[src/rtl/rgb_reader_pkg.sv]
// Shared types and frame defaults for the RGB frame reader.
// Imported by the pair FIFO and the top-level reader.
package rgb_reader_pkg;

  localparam logic [17:0] DEF_RGB_BASE = 18'd146944;
  localparam int DEF_IMG_WIDTH = 320;
  localparam int DEF_IMG_HEIGHT = 240;

  typedef struct packed {
    logic [7:0] r;
    logic [7:0] g;
    logic [7:0] b;
  } rgb_pixel_t;

  typedef struct packed {
    rgb_pixel_t even;
    rgb_pixel_t odd;
  } rgb_pair_t;

  typedef enum logic [2:0] {
    S_IDLE,
    S_FETCH0,
    S_FETCH1,
    S_FETCH2,
    S_WAIT,
    S_DRAIN
  } rgb_reader_state_t;

endpackage

[src/rtl/rgb_pair_fifo.sv]
// Synchronous FIFO of RGB pixel pairs with a registered count.
// Push when full and pop when empty are ignored.
module rgb_pair_fifo
  import rgb_reader_pkg::*;
#(
  parameter int DEPTH = 8
) (
  input  logic                     clk,
  input  logic                     rst,
  input  logic                     push,
  input  logic                     pop,
  input  rgb_pair_t                din,
  output rgb_pair_t                dout,
  output logic                     full,
  output logic                     empty,
  output logic [$clog2(DEPTH):0]   count
);

  localparam int AW = $clog2(DEPTH);

  rgb_pair_t       mem [DEPTH];
  logic [AW-1:0]   wr_ptr;
  logic [AW-1:0]   rd_ptr;
  logic            do_push;
  logic            do_pop;

  assign full    = (count == (AW+1)'(DEPTH));
  assign empty   = (count == '0);
  assign do_push = push & ~full;
  assign do_pop  = pop & ~empty;
  assign dout    = mem[rd_ptr];

  // Storage array: written on push, no reset needed
  always_ff @(posedge clk) begin
    if (do_push) begin
      mem[wr_ptr] <= din;
    end
  end

  // Pointers and occupancy count
  always_ff @(posedge clk) begin
    if (rst) begin
      wr_ptr <= '0;
      rd_ptr <= '0;
      count  <= '0;
    end else begin
      if (do_push) begin
        wr_ptr <= wr_ptr + 1'b1;
      end
      if (do_pop) begin
        rd_ptr <= rd_ptr + 1'b1;
      end
      unique case ({do_push, do_pop})
        2'b10:   count <= count + 1'b1;
        2'b01:   count <= count - 1'b1;
        default: count <= count;
      endcase
    end
  end

endmodule

[src/rtl/rgb_frame_reader.sv]
// Reads the interleaved RGB frame from SRAM, one pixel per request.
// Optional underrun_count output when RGB_UNDERRUN_CNT_EN is defined.
module rgb_frame_reader
  import rgb_reader_pkg::*;
#(
  parameter logic [17:0] RGB_BASE   = DEF_RGB_BASE,
  parameter int          IMG_WIDTH  = DEF_IMG_WIDTH,
  parameter int          IMG_HEIGHT = DEF_IMG_HEIGHT,
  parameter int          FIFO_DEPTH = 8
) (
  input  logic        Clock,
  input  logic        Reset,
  input  logic        Start,
  output logic        Busy,
  output logic [17:0] SRAM_address,
  output logic        SRAM_we_n,
  input  logic [15:0] SRAM_read_data,
  input  logic        pixel_req,
  output logic        pixel_valid,
  output logic [7:0]  pixel_R,
  output logic [7:0]  pixel_G,
  output logic [7:0]  pixel_B,
  output logic [8:0]  pixel_X,
  output logic [7:0]  pixel_Y,
  output logic        frame_done,
  output logic        underrun
`ifdef RGB_UNDERRUN_CNT_EN
  ,
  output logic [15:0] underrun_count
`endif
);

  localparam int NPAIRS = IMG_WIDTH * IMG_HEIGHT / 2;
  localparam int PCW    = $clog2(NPAIRS);
  localparam int CW     = $clog2(FIFO_DEPTH) + 1;

  rgb_reader_state_t state, nstate;

  logic [17:0]  word_ptr;
  logic [17:0]  addr_q;
  logic [PCW-1:0] pair_cnt;
  logic [CW-1:0]  inflight;
  logic [CW:0]    credit;
  logic         credit_ok;
  logic         last_pair;
  logic         reserve;
  logic         fetching;
  logic [1:0]   phase;
  logic         v1, v2;
  logic [1:0]   ph1, ph2;
  logic [15:0]  w0, w1;
  logic         push;
  logic         pop;
  logic         accept;
  logic         last_acc;
  logic         start_ok;
  logic         starve;
  logic         sel;
  rgb_pair_t    din;
  rgb_pair_t    head;
  rgb_pixel_t   hpx;
  logic         full;
  logic         empty;
  logic [CW-1:0]  fcount;

  rgb_pair_fifo #(
    .DEPTH (FIFO_DEPTH)
  ) u_fifo (
    .clk   (Clock),
    .rst   (Reset),
    .push  (push),
    .pop   (pop),
    .din   (din),
    .dout  (head),
    .full  (full),
    .empty (empty),
    .count (fcount)
  );

  assign SRAM_we_n   = 1'b1;
  assign pixel_valid = ~empty;
  assign credit      = {1'b0, fcount} + {1'b0, inflight};
  assign credit_ok   = credit < (CW+1)'(FIFO_DEPTH);
  assign last_pair   = pair_cnt == PCW'(NPAIRS - 1);
  assign fetching    = (state == S_FETCH0) ||
                       (state == S_FETCH1) ||
                       (state == S_FETCH2);
  assign SRAM_address = fetching ? word_ptr : addr_q;
  assign start_ok    = (state == S_IDLE) && Start;
  assign accept      = pixel_req & pixel_valid & Busy;
  assign pop         = accept & sel;
  assign starve      = pixel_req & Busy & ~pixel_valid;
  assign last_acc    = accept && (state == S_DRAIN) &&
                       (pixel_X == 9'(IMG_WIDTH - 1)) &&
                       (pixel_Y == 8'(IMG_HEIGHT - 1));
  assign push        = v2 && (ph2 == 2'd2);
  assign din.even    = '{r: w0[15:8], g: w0[7:0], b: w1[15:8]};
  assign din.odd     = '{r: w1[7:0],
                         g: SRAM_read_data[15:8],
                         b: SRAM_read_data[7:0]};

  // Word index within the triple being issued
  always_comb begin
    phase = 2'd0;
    unique case (state)
      S_FETCH1: phase = 2'd1;
      S_FETCH2: phase = 2'd2;
      default:  phase = 2'd0;
    endcase
  end

  // Fetch FSM: next state and credit reservation
  always_comb begin
    nstate  = state;
    reserve = 1'b0;
    unique case (state)
      S_IDLE: begin
        if (Start) nstate = S_WAIT;
      end
      S_WAIT: begin
        if (credit_ok) begin
          nstate  = S_FETCH0;
          reserve = 1'b1;
        end
      end
      S_FETCH0: nstate = S_FETCH1;
      S_FETCH1: nstate = S_FETCH2;
      S_FETCH2: begin
        if (last_pair) begin
          nstate = S_DRAIN;
        end else if (credit_ok) begin
          nstate  = S_FETCH0;
          reserve = 1'b1;
        end else begin
          nstate = S_WAIT;
        end
      end
      S_DRAIN: begin
        if (last_acc) nstate = S_IDLE;
      end
      default: nstate = S_IDLE;
    endcase
  end

  // State register, issue pointer and credit bookkeeping
  always_ff @(posedge Clock) begin
    if (Reset) begin
      state    <= S_IDLE;
      word_ptr <= RGB_BASE;
      addr_q   <= RGB_BASE;
      pair_cnt <= '0;
      inflight <= '0;
    end else begin
      state <= nstate;
      if (fetching) begin
        word_ptr <= word_ptr + 18'd1;
        addr_q   <= word_ptr;
      end
      if (state == S_FETCH2) begin
        pair_cnt <= pair_cnt + 1'b1;
      end
      unique case ({reserve, push})
        2'b10:   inflight <= inflight + 1'b1;
        2'b01:   inflight <= inflight - 1'b1;
        default: inflight <= inflight;
      endcase
      if (last_acc) begin
        word_ptr <= RGB_BASE;
        addr_q   <= RGB_BASE;
        pair_cnt <= '0;
      end
    end
  end

  // Capture pipeline: track issued words, latch them on arrival
  always_ff @(posedge Clock) begin
    if (Reset) begin
      v1  <= 1'b0;
      v2  <= 1'b0;
      ph1 <= 2'd0;
      ph2 <= 2'd0;
      w0  <= '0;
      w1  <= '0;
    end else begin
      v1  <= fetching;
      ph1 <= phase;
      v2  <= v1;
      ph2 <= ph1;
      if (v2 && ph2 == 2'd0) w0 <= SRAM_read_data;
      if (v2 && ph2 == 2'd1) w1 <= SRAM_read_data;
    end
  end

  // Consumer side: half select, pixel position, status flags
  always_ff @(posedge Clock) begin
    if (Reset) begin
      sel        <= 1'b0;
      pixel_X    <= '0;
      pixel_Y    <= '0;
      Busy       <= 1'b0;
      frame_done <= 1'b0;
      underrun   <= 1'b0;
    end else begin
      frame_done <= last_acc;
      if (start_ok) begin
        Busy     <= 1'b1;
        underrun <= 1'b0;
      end
      if (starve) underrun <= 1'b1;
      if (accept) begin
        sel <= ~sel;
        if (pixel_X == 9'(IMG_WIDTH - 1)) begin
          pixel_X <= '0;
          pixel_Y <= pixel_Y + 8'd1;
        end else begin
          pixel_X <= pixel_X + 9'd1;
        end
      end
      if (last_acc) begin
        Busy    <= 1'b0;
        sel     <= 1'b0;
        pixel_X <= '0;
        pixel_Y <= '0;
      end
    end
  end

  // Head pixel colour, forced to zero while the FIFO is empty
  always_comb begin
    hpx     = sel ? head.odd : head.even;
    pixel_R = 8'd0;
    pixel_G = 8'd0;
    pixel_B = 8'd0;
    if (pixel_valid) begin
      pixel_R = hpx.r;
      pixel_G = hpx.g;
      pixel_B = hpx.b;
    end
  end

`ifdef RGB_UNDERRUN_CNT_EN
  // Saturating count of starved request cycles
  always_ff @(posedge Clock) begin
    if (Reset) begin
      underrun_count <= '0;
    end else if (start_ok) begin
      underrun_count <= '0;
    end else if (starve && underrun_count != 16'hFFFF) begin
      underrun_count <= underrun_count + 16'd1;
    end
  end
`endif

endmodule
[config.mk]
export PLATFORM = sky130hd
export DESIGN_NAME = rgb_frame_reader
export DESIGN_NICKNAME = d
export VERILOG_FILES = /design/src/rtl/rgb_reader_pkg.sv /design/src/rtl/rgb_pair_fifo.sv /design/src/rtl/rgb_frame_reader.sv
export SDC_FILE = /design/constraint.sdc
export NUM_CORES = 1
export LEC_CHECK = 0
export BUFFER_PORTS_ARGS = -buffer_cell sky130_fd_sc_hd__buf_2
export CAP_MARGIN = 20
export CORE_ASPECT_RATIO = 1.2
export CORE_UTILIZATION = 26
export DETAILED_ROUTE_END_ITERATION = 8
export GPL_TIMING_DRIVEN = 1
export SYNTH_ARGS = -nofsm -noshare
export SYNTH_HDL_FRONTEND = slang
export SYNTH_HIERARCHICAL = 1
export SYNTH_SLANG_ARGS = --single-unit
export TNS_END_PERCENT = 5
[constraint.sdc]
create_clock -name Clock -period 11.9 [get_ports Clock]
set_input_delay 1.19 -clock Clock [delete_from_list [all_inputs] [get_ports Clock]]
set_output_delay 1.19 -clock Clock [all_outputs]
set_load 0.01 [all_outputs]
Word level (Yosys, flattened, before mapping)
Memories as Yosys holds them, arrays and structs flattened. A register that Yosys moved wholly into a read port is not among the register bits. Index checks and enable logic that the tools add are counted.

Bitwise gates (word level): 10. Equal/unequal tests: 18. $add $sub $neg: 11. Reductions and logical operators: 18. Muxes and demuxes: 24. Magnitude comparators: 1.

Operators by type and width (number): 2-to-1 mux 24 bit (1); 2-to-1 mux 8 bit (3); 2-to-1 mux 3 bit (7); adder 18 x 1 -> 18 bit (second input constant) (1); 2-to-1 mux 18 bit (1); case mux 3 bit (6 select lines) (1); adder 16 x 1 -> 16 bit (second input constant) (1); equality test 16 bit (second input constant) (1); case mux 4 bit (2 select lines) (2); adder 9 x 1 -> 9 bit (second input constant) (1); equality test 9 bit (second input constant) (1); 2-to-1 mux 9 bit (1); adder 4 x 1 -> 4 bit (second input constant) (2); adder 8 x 1 -> 8 bit (second input constant) (1); equality test 8 bit (second input constant) (1); subtractor 4 x 1 -> 4 bit (second input constant) (2); AND 1 bit (7); logical AND 1 bit (7); adder 3 x 1 -> 3 bit (second input constant) (2); equality test 2 x 1 -> 1 bit (second input constant) (3); equality test 2 bit (second input constant) (3); equality test 3 x 2 -> 1 bit (second input constant) (2); equality test 3 bit (second input constant) (2); 2-to-1 mux 1 bit (6); 16 further kinds (23).

Logic and storage cells: 103. Memories kept: 1. RAM bits: 384. Bits of input ports: 20. Register bits after elaboration: 128. Output and inout port bits: 64.

Memory list: u_fifo.mem (depth 8, bits a word 48, rd ports 1, clocked after Yosys merged registers in 1, wr ports 1, line rgb_pair_fifo.sv:21) `rgb_pair_t mem [DEPTH];`.

Depth between registers and ports, before layout
Gate-level depths: netlist of run 1.

Depth after elaboration: 9. Depth in mapped cells: 15. Mapped depth without buffers: 12.

Modules after synthesis
The synthesis of run 1 kept the hierarchy.

By module, submodules not included: rgb_pair_fifo (cells each 629, seq. area each 11791.3 um^2, times used 1, area each 15328.5 um^2); rgb_frame_reader (cells each 666, seq. area each 2362.3 um^2, times used 1, area each 5469.0 um^2).

Least setup slack after synthesis of run 1
OpenSTA, ideal clock, no wires.

Kind: register to register. Start: reg u_fifo.count[1]. End: mem u_fifo/mem[0][0] in the netlist's numbering (enable). Clock period less this slack: 4.849 ns. Data required time: 11.387 ns. Library setup time: 0.513 ns. Buffers on the path: 1. Slack: 7.051 ns. Cell stages (with the launch flop): 6. Arrival: 4.336 ns. Path through: dfxtp_1 buf_2 or4b_4 nand2_1 or2_2 nor3_1.

Cells in the longest elaborated chain, start to end: 5.

Ends and longest elaborated chain: from (decl) (line rgb_pair_fifo.sv:16) `output logic [$clog2(DEPTH):0] count`; from (signal assigned) (line rgb_pair_fifo.sv:54) `2'b10: count <= count + 1'b1;`; from (signal assigned) (line rgb_pair_fifo.sv:55) `2'b01: count <= count - 1'b1;`; from (signal assigned) (line rgb_pair_fifo.sv:56) `default: count <= count;`; equality test 4 bit (line rgb_pair_fifo.sv:27) `assign full = (count == (AW+1)'(DEPTH));`; inverter 1 bit (line rgb_pair_fifo.sv:29) `assign do_push = push & ~full;`; AND 1 bit (line rgb_pair_fifo.sv:29); 2-to-1 mux 1 bit (line rgb_pair_fifo.sv:35) `if (do_push) begin`; 2-to-1 mux 1 bit (implied by the code) (line rgb_pair_fifo.sv:36) `mem[wr_ptr] <= din;`; to (decl) (line rgb_pair_fifo.sv:21).

No other way between the ends.

==> results.cfg, run 1 <==
[outcome]
outcome = completed

[sta]
total_of_endpoints_with_negative_setup_slack_in_the_final_report = 0
postLayoutSetupSlackWorst_ns = 6.70
fin_worst_skew_ns = 0.0342
hold_viol = 0
finalMaxSlewViolations = 0
max_clock_freq_mhz = 192
tightest_slew_ns = 1.10
setup_tns_after_final_layout_ns = 0
whs_ns = 0.443
finalCritPeriodShare = 0.437
grt_setup_unrepaired = false
relSlewSlack = 0.268
fin_crit_ns = 5.20

[worst_setup_path]
wp_depth = 6
critical_path_class = register to output port
critical_path.cell_chain = buf_4 -> mux4_1 -> mux2_4 -> mux2i_1 -> nor2_1 -> buf_2
max_stage_delay_on_crit_path_ns = 1.01
rr_worst_depth = 12
critical_path.n_buffers_inverters = 2
crit_family = multiplexers
crit_fanout = 49
worst_setup_path_end_kind = output port
timing.critical_path.arrival_ns = 4.01
setup.worst_path.start_class = register
cp.required_ns = 10.71
crit_path_top_delay_cell = sky130_fd_sc_hd__dfxtp_4

[clock_network]
ctsHtreeMaxLevel = 2
clock_latency_ns = 0.61
cell_at_the_root_of_the_clock_tree = sky130_fd_sc_hd__clkbuf_16
clock_tree_from_tritoncts = built
clock_sinks = 515
cts_buffer_depth = 3
cts.repair_timing.setup_buffer_count = 0
ctsHoldBuffers = 0
cts_resized = 0
clkTransAtPathRegs_ns = 0.06
number_of_clock_buffers_inserted_by_tritoncts = 54

[routing]
detail_route.first_pass.iterations = 4
wl_per_cell_um = 18.5
vias = 11114
first_iter_violations = 713
detail-route-antenna-nets = 0
drc = 0
viasPerCell = 4.51
postRouteWirelength_um = 45400

[layout]
layout.cells.non_filler = 2462
area_delta_synth_final_pct = 16.4
share_of_post_route_cells_with_drive_strength_above_1 = 0.239
final_net_count = 1416

[placement]
io_buffer_count = 82
hpwl_um = 25800
placed_cells_incl_taps = 2358
finalWeightedCongestion = 0.720
pre_cts_ws_ns = 7.11

[die]
ioPinCount = 84
dieHeight_um = 312
dieWidth_um = 260
initial_utilization = 0.263
dieArea_um2 = 81100
floorplan.rows = 113
coreArea_um2 = 79200

[grt]
groute.usage.overall = 0.111
gr-total-overflow = 0
vias_in_the_first_global_route = 11662
maximum_number_of_pins_on_one_net_before_global_route_repair = 67
grt_first_pass_wirelength_um = 68700
antenna_found_initial = 1

[power]
power_density_nw_per_um2 = 158
maximum_vdd_drop_mv = 0.112
cellLeakagePower_nw = 7.96
seq_power_share = 0.508
power.share.combinational = 0.027
share_clk_of_total_power = 0.465
power.switching_fraction = 0.208
power.net_switching_w = 0.000797
cellInternalPower_w = 0.00304

[run]
timing.max_cap.violations = 0

[synth]
post_synth.cell_area_avg_um2 = 16.1
count_of_warnings_emitted_by_yosys = 6
synthesis.instances = 1294
mappedNetlistNets = 1330
syn-cell-area_um2 = 20800

[hold_path]
min_delay_path_depth = 1
min_path_type = register to register
==> per-stage QoR <==
step | util | total power (W) | cell area (µm²)
after floorplan | - | 0.00205 | 20800
after global placement | 0.281 | 0.00208 | 22200
after detailed placement | 0.281 | 0.00209 | 22300
after CTS | 0.306 | 0.00388 | 24200
after global routing | 0.306 | 0.00396 | 24200
final | 0.306 | 0.00383 | 24200
==> layout make-up <==
class                      instances  area, µm²
multi-input combinational        701       6230
clock buffer                      78       1600
inverter                           9       33.8
fill                            7793      55000
antenna                            1       2.50
tap                             1035       1290
clock inverter                    24        338
timing repair buffer              99        542
sequential                       515      14200
==> power by group through the flow <==
stage	registers (W)	clock network, W	logic, W
floorplan	0.00198	0	0.0000748
global placement	0.00198	0	0.000101
detailed placement	0.00199	0	0.000104
CTS	0.00195	0.00183	0.000105
global route	0.00195	0.00189	0.000114
finish	0.00195	0.00178	0.000103
==> worst reg2reg max path, stage by stage (launching register included) <==
cell and delay [ns]:
sky130_fd_sc_hd__dfxtp_1 0.39, sky130_fd_sc_hd__nor4_2 0.59, sky130_fd_sc_hd__and3b_1 0.25, sky130_fd_sc_hd__buf_4 0.21, sky130_fd_sc_hd__and2_1 0.19, sky130_fd_sc_hd__o41a_1 0.19
sky130_fd_sc_hd__ha_1 0.29, sky130_fd_sc_hd__xor2_1 0.17, sky130_fd_sc_hd__ha_1 0.19, sky130_fd_sc_hd__a21oi_1 0.16, sky130_fd_sc_hd__xor2_1 0.09, sky130_fd_sc_hd__or3_1 0.31
sky130_fd_sc_hd__a21oi_1 0.14
==> layout by cell type, fill, tap and decap left out, types with 13 or more instances in the layout <==
cell / count
sky130_fd_sc_hd__mux2i_1: 28
sky130_fd_sc_hd__nand2_1: 147
sky130_fd_sc_hd__nand4_1: 18
sky130_fd_sc_hd__buf_2: 82
sky130_fd_sc_hd__mux2_4: 40
sky130_fd_sc_hd__o21ai_0: 20
sky130_fd_sc_hd__clkbuf_16: 57
sky130_fd_sc_hd__mux4_2: 73
sky130_fd_sc_hd__or3_1: 13
sky130_fd_sc_hd__nand3_1: 29
sky130_fd_sc_hd__a21oi_1: 72
sky130_fd_sc_hd__ha_1: 15
sky130_fd_sc_hd__xor2_1: 25
sky130_fd_sc_hd__dfxtp_1: 127
sky130_fd_sc_hd__mux4_1: 23
sky130_fd_sc_hd__xnor2_1: 13
sky130_fd_sc_hd__edfxtp_1: 384
sky130_fd_sc_hd__nor2_1: 73
sky130_fd_sc_hd__buf_4: 16
==> worst paths after layout <==
check / from / end / slack, ns
worst max-delay path: register / pixel_R[4] / 6.70
worst max register to register: u_fifo/count[0] / u_fifo/count[2] / 8.66
worst min-delay path: ph1[1] / ph2[1] / 0.44
worst min register to register: ph1[1] / ph2[1] / 0.44
==> sequential cells by signal, summed over array words and instances (netlist names), named ones only <==
register	cells
underrun	1
w1	16
pixel_Y	8
pair_cnt	16
state	3
frame_done	1
pixel_X	9
u_fifo/count	4
inflight	4
ph2	2
u_fifo/mem	384
word_ptr	18
addr_q	18
u_fifo/wr_ptr	3
v1	1
u_fifo/rd_ptr	3
v2	1
ph1	2
w0	16
Busy	1
sel	1
==> metal layers <==
layer | wire (µm) | GRT usage | vias up
li1 | - | - | 5135
met1 | 18500 | 0.133 | 5696
met2 | 24000 | 0.201 | 219
met3 | 1930 | 0.0211 | 64
met4 | 945 | 0.0318 | 0
met5 | 0 | 0 | -
(Power assumes the default switching activity.)
==> run 2: changes to the inputs <==
==> constraint.sdc (replaced) <==
create_clock -name Clock -period 4.5 [get_ports Clock]
set_input_delay 0.45 -clock Clock [delete_from_list [all_inputs] [get_ports Clock]]
set_output_delay 0.45 -clock Clock [all_outputs]
set_load 0.01 [all_outputs]
==> run 2 against run 1 <==
Against the previous run:
- design area is 0.18% lower
- combinational power rose to 2.6 times the previous value
- via count up 0.66%
- global-route usage is essentially flat
- count of clock-buffer cells in the layout shrank 1
- routed wire length is 0.94% lower
- worst hold slack lost 0.29 ns
- sequential share of layout area increased by 0.10 points
- register-to-register slack lost 7.4 ns
- flip-flop and latch count stayed put
- cell count up 0.20%
- critical path type unchanged
- critical endpoint unchanged
==> results.cfg, run 2 (synthesized netlist as in run 1, its figures left out) <==
[clock_network]
number_of_clock_buffers_inserted_by_tritoncts = 53
ctsHtreeMaxLevel = 2
cts_resized = 0
cts.repair_timing.setup_buffer_count = 0
clkTransAtPathRegs_ns = 0.06
clock_tree_from_tritoncts = built
cell_at_the_root_of_the_clock_tree = sky130_fd_sc_hd__clkbuf_16
clock_sinks = 515
cts_buffer_depth = 3
ctsHoldBuffers = 0
clock_latency_ns = 0.61

[worst_setup_path]
worst_setup_path_end_kind = output port
r2r_setup_slack_ns = 1.24
critical_path_class = register to output port
crit_fanout = 32
worstReg2RegEnd = u_fifo/count[2]
critical_path.reg2reg.startpoint = u_fifo/count[1]
rr_worst_depth = 11
timing.critical_path.arrival_ns = 3.05
setup.worst_path.start_class = register
cp.required_ns = 4.05

[hold_path]
min_delay_path_depth = 3
timing.hold.worst.start = pixel_req
min_path_type = input port to register
timing.hold.worst_endpoint = underrun

[placement]
finalWeightedCongestion = 0.742
io_buffer_count = 82
detailed_place.area_um2 = 22400
hpwl_um = 26600
pre_cts_ws_ns = 1.29

[sta]
hold_viol = 0
setup_tns_after_final_layout_ns = 0
relSlewSlack = 0.383
total_of_endpoints_with_negative_setup_slack_in_the_final_report = 0
fin_worst_skew_ns = 0.0456
finalMaxSlewViolations = 0
finalCritPeriodShare = 0.778
tightest_slew_ns = 0.926
max_clock_freq_mhz = 286
grt_setup_unrepaired = false
fin_crit_ns = 3.50
postLayoutSetupSlackWorst_ns = 1.00

[layout]
antenna_cells_inserted = 0
nFillCells = 7742
register_area_um2 = 14200
share_of_post_route_cells_with_drive_strength_above_1 = 0.239
largest_register_ffs = 384
final_net_count = 1424
multi_input_comb_area_um2 = 6240
finish.utilization = 0.305
final_cell_mix = 384 x sky130_fd_sc_hd__edfxtp_1, 147 x sky130_fd_sc_hd__nand2_1, 127 x sky130_fd_sc_hd__dfxtp_1
layout_top_registers = u_fifo/mem: 384 flops, addr_q: 18 flops, word_ptr: 18 flops
max_flop_register = u_fifo/mem
area_delta_synth_final_pct = 16.2
stdcell_area_um2 = 24200
commonest_non_fill_non_tap_cell_in_the_layout = sky130_fd_sc_hd__edfxtp_1

[routing]
first_iter_violations = 653
viasPerCell = 4.53
detail-route-antenna-nets = 0
detail_route.first_pass.iterations = 5
wl_per_cell_um = 18.2
drc = 0
vias = 11187
postRouteWirelength_um = 45000

[power]
power.switching_fraction = 0.208
seq_power_share = 0.522
power.share.combinational = 0.027
cellLeakagePower_nw = 7.94
cellInternalPower_w = 0.00780
share_clk_of_total_power = 0.450
finalPower_w = 0.00986
power_density_nw_per_um2 = 408
power.net_switching_w = 0.00206
maximum_vdd_drop_mv = 0.337

[grt]
vias_in_the_first_global_route = 11519
antenna_found_initial = 0
gr-total-overflow = 0
grt_first_pass_wirelength_um = 69100
maximum_number_of_pins_on_one_net_before_global_route_repair = 59
groute.usage.overall = 0.111

[outcome]
outcome = completed

[die]
initial_utilization = 0.263
floorplan.rows = 113
dieHeight_um = 312
coreArea_um2 = 79200
dieArea_um2 = 81100
ioPinCount = 84
dieWidth_um = 260

[run]
timing.max_cap.violations = 0
-- run 2: cell count changes in the layout (fill, tap and decap cells not counted), sizes merged --
cell    previous run  this run
buf               99       108
bufinv             6         4
clkbuf            78        77
clkinv            13        14
diode              1         0
inv               12        11
-- run 2: metrics by stage --
stage | hold WS (ns) | std cells
floorplan | 0.414 | 1294
global placement | 0.443 | 2367
detailed placement | 0.442 | 2367
CTS | 0.100 | 2466
global route | 0.162 | 2467
finish | 0.149 | 2467
-- run 2: how the worst max path moves through the flow --
stage                    startpoint                to  slack, ns  cells after the start
global route               register        pixel_R[4]       0.78                      6
finish                     register        pixel_R[4]        1.0                      6
floorplan           u_fifo/count[1]  u_fifo/mem[1][0]      -0.05                      4
detailed placement  u_fifo/count[1]   u_fifo/count[2]       1.29                     11
CTS                        register        pixel_R[4]       0.80                      6
global placement    u_fifo/count[1]   u_fifo/count[2]       1.37                     11
-- run 2: routing by layer --
metal	part of all wire	track usage	vias to the layer above
met5	0	0	-
li1	-	-	5150
met2	0.51	0.196	219
met1	0.43	0.140	5758
met3	0.041	0.0172	60
met4	0.017	0.0291	0
-- run 2: worst max-delay path, stage by stage (launching register included) --
cell and delay (ns):
sky130_fd_sc_hd__dfxtp_4 0.68, sky130_fd_sc_hd__buf_12 0.34, sky130_fd_sc_hd__mux4_2 0.53, sky130_fd_sc_hd__mux2_2 0.26, sky130_fd_sc_hd__mux2i_1 0.30, sky130_fd_sc_hd__nor2_1 0.12, sky130_fd_sc_hd__buf_2 0.17
-- run 2: area by class of cell --
type / instances / share of cell area
clock inverters: 22 / 0.0110
well taps: 1035 / 0.0536
clock buffers: 77 / 0.0634
multi-input cells: 701 / 0.258
flip-flops and latches: 515 / 0.586
inverters: 9 / 0.00140
repair buffers: 108 / 0.0261
-- run 2: power by group through the flow --
stage	registers [W]	clock network [W]	logic, W
finish	0.00515	0.00444	0.000271
global route	0.00515	0.00471	0.000303
CTS	0.00515	0.00455	0.000275
detailed placement	0.00525	0	0.000273
global placement	0.00525	0	0.000270
floorplan	0.00523	0	0.000198
